===== src/rtl/pipe_ctrl_pkg.sv =====
// Shared encodings for the pipeline hazard/forwarding controller.
package pipe_ctrl_pkg;

  localparam int unsigned REG_ADDR_W_DEF = 5;

  localparam logic [1:0] FWD_DATA = 2'b00;
  localparam logic [1:0] FWD_EX   = 2'b01;
  localparam logic [1:0] FWD_MEM  = 2'b10;

  typedef enum logic [1:0] {
    RUN      = 2'd0,
    LU_STALL = 2'd1,
    MEM_WAIT = 2'd2
  } state_t;

endpackage


===== src/rtl/hazard_fwd_ctrl_fwd_cmp.sv =====
// Forwarding comparator: one source address against the two older in-flight
// destinations, newest producer wins; register 0 is never forwarded.
module fwd_cmp
  import pipe_ctrl_pkg::*;
#(
  parameter int unsigned REG_ADDR_W = REG_ADDR_W_DEF
) (
  input  logic [REG_ADDR_W-1:0] i_src,
  input  logic                  i_ex_v,
  input  logic                  i_ex_wr,
  input  logic [REG_ADDR_W-1:0] i_ex_rd,
  input  logic                  i_mem_v,
  input  logic                  i_mem_wr,
  input  logic [REG_ADDR_W-1:0] i_mem_rd,
  output logic [1:0]            o_sel
);

  logic w_ex_hit;
  logic w_mem_hit;

  assign w_ex_hit  = i_ex_v  & i_ex_wr  & (i_ex_rd  != '0) & (i_ex_rd  == i_src);
  assign w_mem_hit = i_mem_v & i_mem_wr & (i_mem_rd != '0) & (i_mem_rd == i_src);

  always_comb begin
    o_sel = FWD_DATA;
    if (w_ex_hit)       o_sel = FWD_EX;
    else if (w_mem_hit) o_sel = FWD_MEM;
  end

endmodule


===== src/rtl/hazard_fwd_ctrl.sv =====
// Load-use stall, flush bubble and operand-forwarding control for a 5-stage pipe.
// Define HAZARD_STALL_CNT_EN to build the saturating load-use stall counter.
module hazard_fwd_ctrl
  import pipe_ctrl_pkg::*;
#(
  parameter int unsigned REG_ADDR_W = REG_ADDR_W_DEF,
  parameter int unsigned CNT_W      = 16
) (
  input  logic                  clk,
  input  logic                  rst_n,
  input  logic                  id_valid,
  input  logic [REG_ADDR_W-1:0] id_rs,
  input  logic [REG_ADDR_W-1:0] id_rt,
  input  logic [REG_ADDR_W-1:0] id_rd,
  input  logic                  id_wr_en,
  input  logic                  id_is_load,
  input  logic                  ex_flush,
  input  logic                  mem_wait,
  output logic                  stall,
  output logic                  bubble,
  output logic [1:0]            fwd_a_sel,
  output logic [1:0]            fwd_b_sel,
  output logic [CNT_W-1:0]      stall_cnt
);

  state_t                r_state;
  state_t                w_state_nxt;

  logic                  r_ex_v;
  logic [REG_ADDR_W-1:0] r_ex_rs;
  logic [REG_ADDR_W-1:0] r_ex_rt;
  logic [REG_ADDR_W-1:0] r_ex_rd;
  logic                  r_ex_wr;
  logic                  r_ex_ld;
  logic                  r_mem_v;
  logic [REG_ADDR_W-1:0] r_mem_rd;
  logic                  r_mem_wr;
  logic                  r_wb_v;
  logic [REG_ADDR_W-1:0] r_wb_rd;
  logic                  r_wb_wr;
  logic [1:0]            r_fwd_a;
  logic [1:0]            r_fwd_b;

  logic                  w_hazard;
  logic                  w_adv;
  logic [1:0]            w_sel_a;
  logic [1:0]            w_sel_b;
  logic                  w_unused_trace;

  // EX is always a bubble while in LU_STALL, so the state gate only guards the one-cycle rule.
  assign w_hazard = id_valid & r_ex_v & r_ex_ld & r_ex_wr & (r_ex_rd != '0) &
                    ((r_ex_rd == id_rs) | (r_ex_rd == id_rt)) & (r_state != LU_STALL);

  assign stall  = mem_wait | (w_hazard & ~ex_flush);
  assign bubble = ~mem_wait & (ex_flush | w_hazard);
  assign w_adv  = id_valid & ~bubble;

  assign w_unused_trace = ^{r_ex_rs, r_ex_rt, r_wb_v, r_wb_rd, r_wb_wr};

  fwd_cmp #(.REG_ADDR_W(REG_ADDR_W)) u_fwd_a (
    .i_src    (id_rs),
    .i_ex_v   (r_ex_v),
    .i_ex_wr  (r_ex_wr),
    .i_ex_rd  (r_ex_rd),
    .i_mem_v  (r_mem_v),
    .i_mem_wr (r_mem_wr),
    .i_mem_rd (r_mem_rd),
    .o_sel    (w_sel_a)
  );

  fwd_cmp #(.REG_ADDR_W(REG_ADDR_W)) u_fwd_b (
    .i_src    (id_rt),
    .i_ex_v   (r_ex_v),
    .i_ex_wr  (r_ex_wr),
    .i_ex_rd  (r_ex_rd),
    .i_mem_v  (r_mem_v),
    .i_mem_wr (r_mem_wr),
    .i_mem_rd (r_mem_rd),
    .o_sel    (w_sel_b)
  );

  always_comb begin
    w_state_nxt = r_state;
    unique case (r_state)
      RUN: begin
        if (mem_wait)                   w_state_nxt = MEM_WAIT;
        else if (w_hazard & ~ex_flush)  w_state_nxt = LU_STALL;
      end
      LU_STALL: w_state_nxt = mem_wait ? MEM_WAIT : RUN;
      MEM_WAIT: w_state_nxt = mem_wait ? MEM_WAIT : RUN;
      default:  w_state_nxt = RUN;
    endcase
  end

  always_ff @(posedge clk or negedge rst_n) begin
    if (!rst_n) r_state <= RUN;
    else        r_state <= w_state_nxt;
  end

  // Selects are captured for the instruction entering EX; bubbles carry FWD_DATA.
  always_ff @(posedge clk or negedge rst_n) begin
    if (!rst_n) begin
      r_ex_v   <= 1'b0;
      r_ex_rs  <= '0;
      r_ex_rt  <= '0;
      r_ex_rd  <= '0;
      r_ex_wr  <= 1'b0;
      r_ex_ld  <= 1'b0;
      r_mem_v  <= 1'b0;
      r_mem_rd <= '0;
      r_mem_wr <= 1'b0;
      r_wb_v   <= 1'b0;
      r_wb_rd  <= '0;
      r_wb_wr  <= 1'b0;
      r_fwd_a  <= FWD_DATA;
      r_fwd_b  <= FWD_DATA;
    end else if (!mem_wait) begin
      r_wb_v   <= r_mem_v;
      r_wb_rd  <= r_mem_rd;
      r_wb_wr  <= r_mem_wr;
      r_mem_v  <= r_ex_v;
      r_mem_rd <= r_ex_rd;
      r_mem_wr <= r_ex_wr;
      r_ex_v   <= w_adv;
      r_ex_rs  <= id_rs;
      r_ex_rt  <= id_rt;
      r_ex_rd  <= id_rd;
      r_ex_wr  <= id_wr_en;
      r_ex_ld  <= id_is_load;
      r_fwd_a  <= w_adv ? w_sel_a : FWD_DATA;
      r_fwd_b  <= w_adv ? w_sel_b : FWD_DATA;
    end
  end

  assign fwd_a_sel = r_fwd_a;
  assign fwd_b_sel = r_fwd_b;

`ifdef HAZARD_STALL_CNT_EN
  logic             w_lu_stall;
  logic [CNT_W-1:0] r_stall_cnt;

  assign w_lu_stall = w_hazard & ~ex_flush & ~mem_wait;

  always_ff @(posedge clk or negedge rst_n) begin
    if (!rst_n)                                r_stall_cnt <= '0;
    else if (w_lu_stall && (r_stall_cnt != '1)) r_stall_cnt <= r_stall_cnt + CNT_W'(1);
  end

  assign stall_cnt = r_stall_cnt;
`else
  assign stall_cnt = '0;
`endif

endmodule


===== config.mk =====
export PLATFORM = sky130hd
export DESIGN_NAME = hazard_fwd_ctrl
export DESIGN_NICKNAME = d
export VERILOG_FILES = /design/src/rtl/pipe_ctrl_pkg.sv /design/src/rtl/hazard_fwd_ctrl_fwd_cmp.sv /design/src/rtl/hazard_fwd_ctrl.sv
export SDC_FILE = /design/constraint.sdc
export NUM_CORES = 1
export LEC_CHECK = 0
export ABC_AREA = 1
export CAP_MARGIN = 10
export CORE_ASPECT_RATIO = 0.9
export CORE_MARGIN = 5
export CORE_UTILIZATION = 45
export CTS_BUF_LIST = sky130_fd_sc_hd__clkbuf_4
export DETAILED_ROUTE_END_ITERATION = 7
export PLACE_DENSITY = 0.83
export SYNTH_ARGS = -nofsm -noshare
export SYNTH_HDL_FRONTEND = slang
export SYNTH_HIERARCHICAL = 1
export SYNTH_SLANG_ARGS = --single-unit

===== constraint.sdc =====
create_clock -name clk -period 1.4 [get_ports clk]
set_input_delay 0.28 -clock clk [delete_from_list [all_inputs] [get_ports clk]]
set_output_delay 0.28 -clock clk [all_outputs]
set_load 0.02 [all_outputs]

After elaboration in Yosys (flattened, before gate mapping)
Cells that the tools add are included.
{ "word_totals": {"word_cells": 55, "regBits": 21, "in_bits": 22} }
{ "op_classes": {"n_bitwise": 23, "mux": 10, "eq_ne": 8, "n_reduce_logical": 4} }
{ "op_table": {"columns": ["operator", "n"], "rows": [
  ["$eq 5x5->1", 4],
  ["$mux 2", 9],
  ["$and 1x1->1", 17],
  ["$reduce_bool 5->1", 2],
  ["$pmux 2 s2", 1],
  ["$ne 3x3->1 const B", 1],
  ["$not 1->1", 3],
  ["$or 1x1->1", 3],
  ["$eq 2x1->1 const B", 1],
  ["$eq 2x2->1 const B", 1],
  ["$logic_not 2->1", 1],
  ["$ne 2x1->1 const B", 1],
  ["$reduce_or 2->1", 1]
]} }

Logic depth before layout (Yosys ltp)
Gate-level depths: netlist of run 1.
{ "depth": {"ltp_word": 11, "mapped_depth": 9, "depth_no_buf": 9} }

By module
Netlist of run 1, hierarchy kept.
{ "modules_own_cells": {"columns": ["mod", "seq_area_each_um2", "n_inst", "cells_per_inst", "area_per_inst_um2"], "rows": [
  ["hazard_fwd_ctrl", 525.5, 1, 157, 1198.6],
  ["fwd_cmp", 0.0, 2, 61, 245.2]
]} }

Worst setup path after synthesis of run 1
OpenSTA, ideal clock, no wires.
{ "synth_path": {"kind": "register to output", "startpoint": "register r_state[0]", "endpoint": "output port bubble", "path_stages_with_launch": 7, "arrival_ns": 1.359, "setup_slack_ns": -0.239, "cell_sequence": "dfrtp_1 -> ha_1 -> nor3_1 -> nand3_1 -> nor2_1 -> nand2_2 -> a21oi_2"} }
{ "synth_between": {"elab_chain_len": 4} }
{ "synth_lines": {"columns": ["element", "line_no", "source"], "rows": [
  ["from (decl)", "hazard_fwd_ctrl.sv:26", "state_t r_state;"],
  ["from (signal assigned)", "hazard_fwd_ctrl.sv:97", "else r_state <= w_state_nxt;"],
  ["$ne 2x1->1", "hazard_fwd_ctrl.sv:52", "((r_ex_rd == id_rs) | (r_ex_rd == id_rt)) & (r_state != LU_STALL);"],
  ["$and 1x1->1", "hazard_fwd_ctrl.sv:52", null],
  ["$or 1x1->1", "hazard_fwd_ctrl.sv:55", "assign bubble = ~mem_wait & (ex_flush | w_hazard);"],
  ["$and 1x1->1", "hazard_fwd_ctrl.sv:55", null],
  ["to (decl)", "hazard_fwd_ctrl.sv:20", "output logic bubble,"]
]} }
Every way passes these cells.

Worst setup path in the final report of run 1
Ends and elaborated chain as after synthesis.

==> results of run 1 <==
-- worst paths after layout --
path                              startpoint           end  depth (start not counted)
worst max-delay path              r_state[0]        bubble                          7
worst min-delay path                   rst_n  fwd_a_sel[0]                          2
worst max register to register    r_state[0]  fwd_a_sel[0]                          8
worst min register to register  fwd_b_sel[0]  fwd_b_sel[0]                          2
max in group asynchronous              rst_n    r_ex_rd[1]                          2
min in group clk                fwd_b_sel[0]  fwd_b_sel[0]                          2
-- stage by stage --
step / TNS [ns] / utilization (%) / setup WS (ns)
final: -1.692 / 65.27 / -0.5655
after CTS: -1.351 / 63.91 / -0.5310
after floorplan: -0.1125 / - / -0.1125
after global routing: -2.403 / 65.27 / -0.6433
after global placement: -4.167 / 61.19 / -0.9827
after detailed placement: -4.397 / 61.19 / -1.002
-- routing by layer --
layer | vias up | track usage, %
met4 | 0 | 5.778
li1 | 938 | -
met5 | - | 0
met2 | 63 | 30.70
met1 | 825 | 23.61
met3 | 6 | 2.790
-- cell families (layout without fill, tap and decap cells) --
group	count (synthesis)	in the layout
adder cells (fa/ha/maj)	3	3
buffers and inverters	72	126
flip-flops	21	21
other	1	16
AO/OA/AOI/OAI	21	21
XOR/XNOR	2	2
AND/OR/NAND/NOR	159	159
-- critical path, stage by stage, from the launching register on --
cell	delay [ns]
dfrtp_1	0.42
ha_2	0.21
nor3_4	0.13
nand3_2	0.11
nor2_4	0.18
nand2_4	0.08
a21oi_4	0.12
buf_6	0.12
-- registers in the layout, summed over array words and instances, names as in the netlist --
signal,count
r_ex_rd,5
r_mem_rd,5
fwd_a_sel,2
fwd_b_sel,2
r_state,2
r_ex_ld,1
r_ex_v,1
r_ex_wr,1
r_mem_v,1
r_mem_wr,1
-- layout by cell type (no fill, tap or decap), drive strengths merged --
cell type      count
nand2            111
clkbuf             4
ha                 3
inv               51
dlymetal6s2s       1
xnor2              2
a21oi              6
conb              16
dlygate4sd2        4
buf               46
clkdlybuf4s50     20
nand4              6
nand3             11
nor3               2
dfrtp             21
o21ai             15
nor2              29
-- power groups by stage --
stage,Combinational (mW),Sequential (mW),Clock (mW)
after global routing,0.696,0.727,0.346
after detailed placement,0.561,0.725,0
final,0.622,0.723,0.318
after floorplan,0.325,0.715,0
after CTS,0.598,0.715,0.322
after global placement,0.545,0.722,0
-- final cells by class --
cell class | instances | area [sq um]
clock buffers | 4 | 30.03
fillers | 310 | 1277
inverters | 51 | 191.4
multi-input cells | 201 | 982.2
flip-flops and latches | 21 | 528.0
well taps | 46 | 57.56
repair buffers | 71 | 611.8
-- what timing repair did --
action / CTS / global route
hold buffers: 0 / 0
setup buffers: 3 / 3
pin swaps: 14 / 10
gates resized for setup: 30 / 10
setup endpoints to repair: 13 / 9
==> results.sh, run 1 <==
export IMPL_outcome="complete, but fails checks"
export IMPL_violations="setup timing"
export IMPL_swShare_pct=35.44
export IMPL_yosysMostFrequentCell="nand2_1"
export IMPL_fin_skew_ns=0.01249
export IMPL_synth_flop_cell="dfrtp_1"
export IMPL_yosysTopAreaCell="dfrtp_1"
export IMPL_syn_inst=279
export IMPL_synth_edf_count=0
export IMPL_numCtsBuffers=3
export IMPL_gr_total_overflow=0
export IMPL_power_net_switching_mw=0.5894
export IMPL_worst_hold_slack_ns=0.3062
export IMPL_clk_pin_slew_ns=0.12
export IMPL_grt_pass1_wl_mm=7.196
export IMPL_die_w_microns=74.58
export IMPL_period_share_pct=140.4
export IMPL_design_area_sq_um=2401
export IMPL_avgSynthCellArea_sq_um=6.054
export IMPL_insertion_delay_ns=0.31
export IMPL_synth_top_area_share_pct=31.11
export IMPL_rows=21
export IMPL_portBuffers=27
export IMPL_r2r_setup_slack_ns=-0.11
export IMPL_gp_congestion=0.9040
export IMPL_hpwlAfterDp_mm=3.379
export IMPL_drive_above_1_share_pct=25.29
export IMPL_synth_simple_gate_area_share_pct=38.67
export IMPL_antenna_cells=0
export IMPL_ys_seq_elements=21
export IMPL_critPathKind="flop to output pin"
export IMPL_drtIter0Drc=72
export IMPL_min_path_type="input port to async pin"
export IMPL_layout_min_cycle_time_ns=1.965
export IMPL_vdd_drop_max_mv=0.5748
export IMPL_synth_cell_type_count=21
export IMPL_syn_area_sq_um=1689
export IMPL_cts_htree_levels=1
export IMPL_wl_met2_mm=2.176
export IMPL_avgViaCountPerCell=4.650
export IMPL_top_layer_used="met4"
export IMPL_pwr_share_clk_pct=19.1
export IMPL_power_internal_mw=1.074
export IMPL_synthAdderAreaFrac_pct=2.222
export IMPL_drc=0
export IMPL_io_pins=44
export IMPL_grt_max_degree=22
export IMPL_grt_usage_pct=18.11
export IMPL_finalNetCount=374
export IMPL_cp_arrival_ns=1.69
export IMPL_antenna_found_initial=0
export IMPL_fmax_ghz=0.5088
export IMPL_post_drt_wl_per_cell_microns=11.14
export IMPL_grt_pass1_vias=1713
export IMPL_setup_viol_count_final=8
export IMPL_drt_pass1_iterations=4
export IMPL_p_total_mw=1.663
export IMPL_combinationalPowerShare_pct=37.4
export IMPL_p_seq_share_pct=43.5
export IMPL_ctsRootBufferMaster="clkbuf_4"
export IMPL_power_density_nw_per_um2=692.6
export IMPL_rsz0062_at_grt="yes"
export IMPL_critPathRequiredTime_ns=1.12
export IMPL_ant_nets=0
export IMPL_synth_compound_area_share_pct=6.667
export IMPL_placed_area_sq_um=2251
export IMPL_synthToLayoutAreaGrowth_pct=42.15
export IMPL_hold_violations=0
export IMPL_yosysSeqAreaShare_pct=31.11
export IMPL_setup_ws_ns=-0.5655
export IMPL_start_util_pct=45.92
export IMPL_clockBufferDepth=2
export IMPL_synthXorXnorAreaFrac_pct=1.037
export IMPL_end_kind="output pin"
export IMPL_synth_top_family_by_area="simple AND/OR/NAND/NOR gates"
export IMPL_die_height_microns=68.12
export IMPL_met1_length_mm=1.849
export IMPL_synth_area_leaders="dfrtp_1, nand2_1, inv_1"
export IMPL_yosysWarningCount=6
export IMPL_wl_met3_microns=313
export IMPL_cts_tree="done"
export IMPL_placedCellCount=386
export IMPL_worstSetupStartpointType="flop"
export IMPL_vias=1832
export IMPL_p_leak_nw=1.375
export IMPL_crit_fanout=2
export IMPL_core_sq_um=3679
export IMPL_cts_sinks=21
export IMPL_drv_slew=0
export IMPL_drt_wl_total_mm=4.390
export IMPL_synthTopCellsByCount="nand2_1, inv_1, nor2_1, dfrtp_1, buf_4"
export IMPL_maxCapViolations=0
export IMPL_instances_no_fill=394
export IMPL_async_flop_share_pct=100.0
export IMPL_die_area_sq_um=5080
export IMPL_synthMuxAreaShare_pct=0
No activity file was read; power rests on OpenSTA's default activity.
==> inputs of run 2 (changes only) <==
DONT_BUFFER_PORTS = 1   (was not set)
PLACE_DENSITY = 0.67   (was 0.83)
==> results.sh, run 2 (synthesized netlist as in run 1, its figures left out) <==
export IMPL_clk_pin_slew_ns=0.12
export IMPL_fin_skew_ns=0.006574
export IMPL_critPathKind="flop to output pin"
export IMPL_violations="setup timing"
export IMPL_die_area_sq_um=5080
export IMPL_insertion_delay_ns=0.31
export IMPL_min_path_type="input port to flop"
export IMPL_final_cell_mix="nand2_1, inv_1, nor2_1"
export IMPL_cts_htree_levels=1
export IMPL_end_kind="output pin"
export IMPL_grt_max_degree=23
export IMPL_setup_ws_ns=-0.4426
export IMPL_crit_fanout=2
export IMPL_worstSetupStartpointType="flop"
export IMPL_drt_wl_total_mm=4.147
export IMPL_antenna_cells=0
export IMPL_rsz0062_at_grt="yes"
export IMPL_relSlewSlack_pct=36.40
export IMPL_drtIter0Drc=91
export IMPL_slowest_delay_ns=0.43
export IMPL_core_sq_um=3679
export IMPL_swShare_pct=35.86
export IMPL_grt_pass1_vias=1380
export IMPL_ctsRootBufferMaster="clkbuf_4"
export IMPL_drive_above_1_share_pct=21.26
export IMPL_cts_sinks=21
export IMPL_portBuffers=0
export IMPL_setup_viol_count_final=4
export IMPL_reg_largest_list="r_ex_rd x5, r_mem_rd x5"
export IMPL_p_leak_nw=1.142
export IMPL_placedCellCount=339
export IMPL_drv_slew=0
export IMPL_avgViaCountPerCell=4.568
export IMPL_ant_nets=0
export IMPL_hpwlAfterDp_mm=3.279
export IMPL_hold_violations=0
export IMPL_rows=21
export IMPL_io_pins=44
export IMPL_fmax_ghz=0.5427
export IMPL_outcome="complete, but fails checks"
export IMPL_critPathRequiredTime_ns=1.12
export IMPL_vdd_drop_max_mv=0.5447
export IMPL_cts_tree="done"
export IMPL_grt_pass1_wl_mm=6.630
export IMPL_post_drt_wl_per_cell_microns=11.95
export IMPL_power_internal_mw=0.9559
export IMPL_p_total_mw=1.490
export IMPL_p_seq_share_pct=48.3
export IMPL_period_share_pct=131.6
export IMPL_cp_slowest_cell="dfrtp_1"
export IMPL_antenna_found_initial=0
export IMPL_grt_usage_pct=17.42
export IMPL_cp_num_buf_inv=0
export IMPL_die_w_microns=74.58
export IMPL_maxCapViolations=0
export IMPL_critPathTopFamily="flip-flops"
export IMPL_finalNetCount=327
export IMPL_gp_congestion=0.8311
export IMPL_combinationalPowerShare_pct=31.4
export IMPL_clockBufferDepth=2
export IMPL_die_height_microns=68.12
export IMPL_gr_total_overflow=0
export IMPL_pwr_share_clk_pct=20.3
export IMPL_power_net_switching_mw=0.5344
export IMPL_layout_min_cycle_time_ns=1.843
export IMPL_mostFrequentLayoutCell="nand2_1"
export IMPL_worstPathCellList="ha_4 -> nor3_2 -> nand3_1 -> nor2_4 -> nand2_4 -> a21oi_4"
export IMPL_start_util_pct=45.92
export IMPL_drc=0
export IMPL_instances_no_fill=347
export IMPL_cp_arrival_ns=1.56
export IMPL_vias=1585
export IMPL_worst_pin_slew_ns=0.9540
export IMPL_power_density_nw_per_um2=763.5
export IMPL_drt_pass1_iterations=4
export IMPL_numCtsBuffers=3
export IMPL_synthToLayoutAreaGrowth_pct=15.56
[run 2: changes by cell type in the layout (fill, tap and decap cells not counted), moves of 2 or more]
cell / change
nor3_2: +2
nand3_1: +2
inv_2: +2
inv_1: -2
nor3_4: -2
dlygate4sd2_1: -4
dfrtp_1: -2
dfrtp_2: +2
nand3_4: -2
clkdlybuf4s50_1: -20
buf_4: -23
[run 2: final timing paths]
check	from	to	slack, ns	cells after the start
max in group asynchronous	rst_n	r_ex_rd[0]	0.59	1
hold / removal	mem_wait	r_mem_rd[0]	0.05	1
setup / recovery	r_state[0]	bubble	-0.44	6
min in group asynchronous	rst_n	r_mem_rd[0]	0.17	1
setup reg to reg	r_ex_rd[2]	fwd_a_sel[1]	-0.06	9
hold reg to reg	r_ex_ld	r_ex_ld	0.53	2
[run 2: stage by stage]
stage	utilization [%]	cell area (sq um)	TNS (ns)	hold WS, ns	setup slack (ns)
after floorplan	-	1770	-0.1125	-0.01559	-0.1125
after global placement	49.76	1831	-0.1547	-0.01479	-0.09381
after detailed placement	49.76	1831	-0.3120	-0.01489	-0.1248
after CTS	51.19	1883	-0.8449	0.04587	-0.4277
after global routing	53.06	1952	-1.651	0.05503	-0.5247
final	53.06	1952	-0.9297	0.05419	-0.4426
[run 2: per-layer routing]
metal	vias to the layer above	GRT usage [%]	wire length, microns
met5	-	0	0
met4	0	6.000	46
met3	4	3.377	292
met2	41	23.90	1786
met1	694	26.79	2022
li1	846	-	-
[run 2: repair_timing]
item / 4_1_cts / 5_1_grt
setup buffers: 2 / 2
setup endpoints to repair: 8 / 11
hold endpoints to repair: 21 / 0
resized for setup: 3 / 18
pin swaps: 7 / 9
hold buffers: 1 / 0
[run 2: power groups by stage]
stage / clock (mW) / sequential (mW) / combinational, mW
after floorplan: 0 / 0.715 / 0.325
after CTS: 0.317 / 0.714 / 0.440
after global routing: 0.333 / 0.729 / 0.535
final: 0.302 / 0.720 / 0.468
after global placement: 0 / 0.724 / 0.407
after detailed placement: 0 / 0.726 / 0.414
[run 2: final cells by class]
cell class,instances,area (sq um)
fill,391,1727
multi-input combinational,201,940.9
sequential,21,530.5
timing repair buffer,24,203.9
inverter,51,191.4
tap,46,57.56
clock buffer,3,22.52
clock inverter,1,5.005
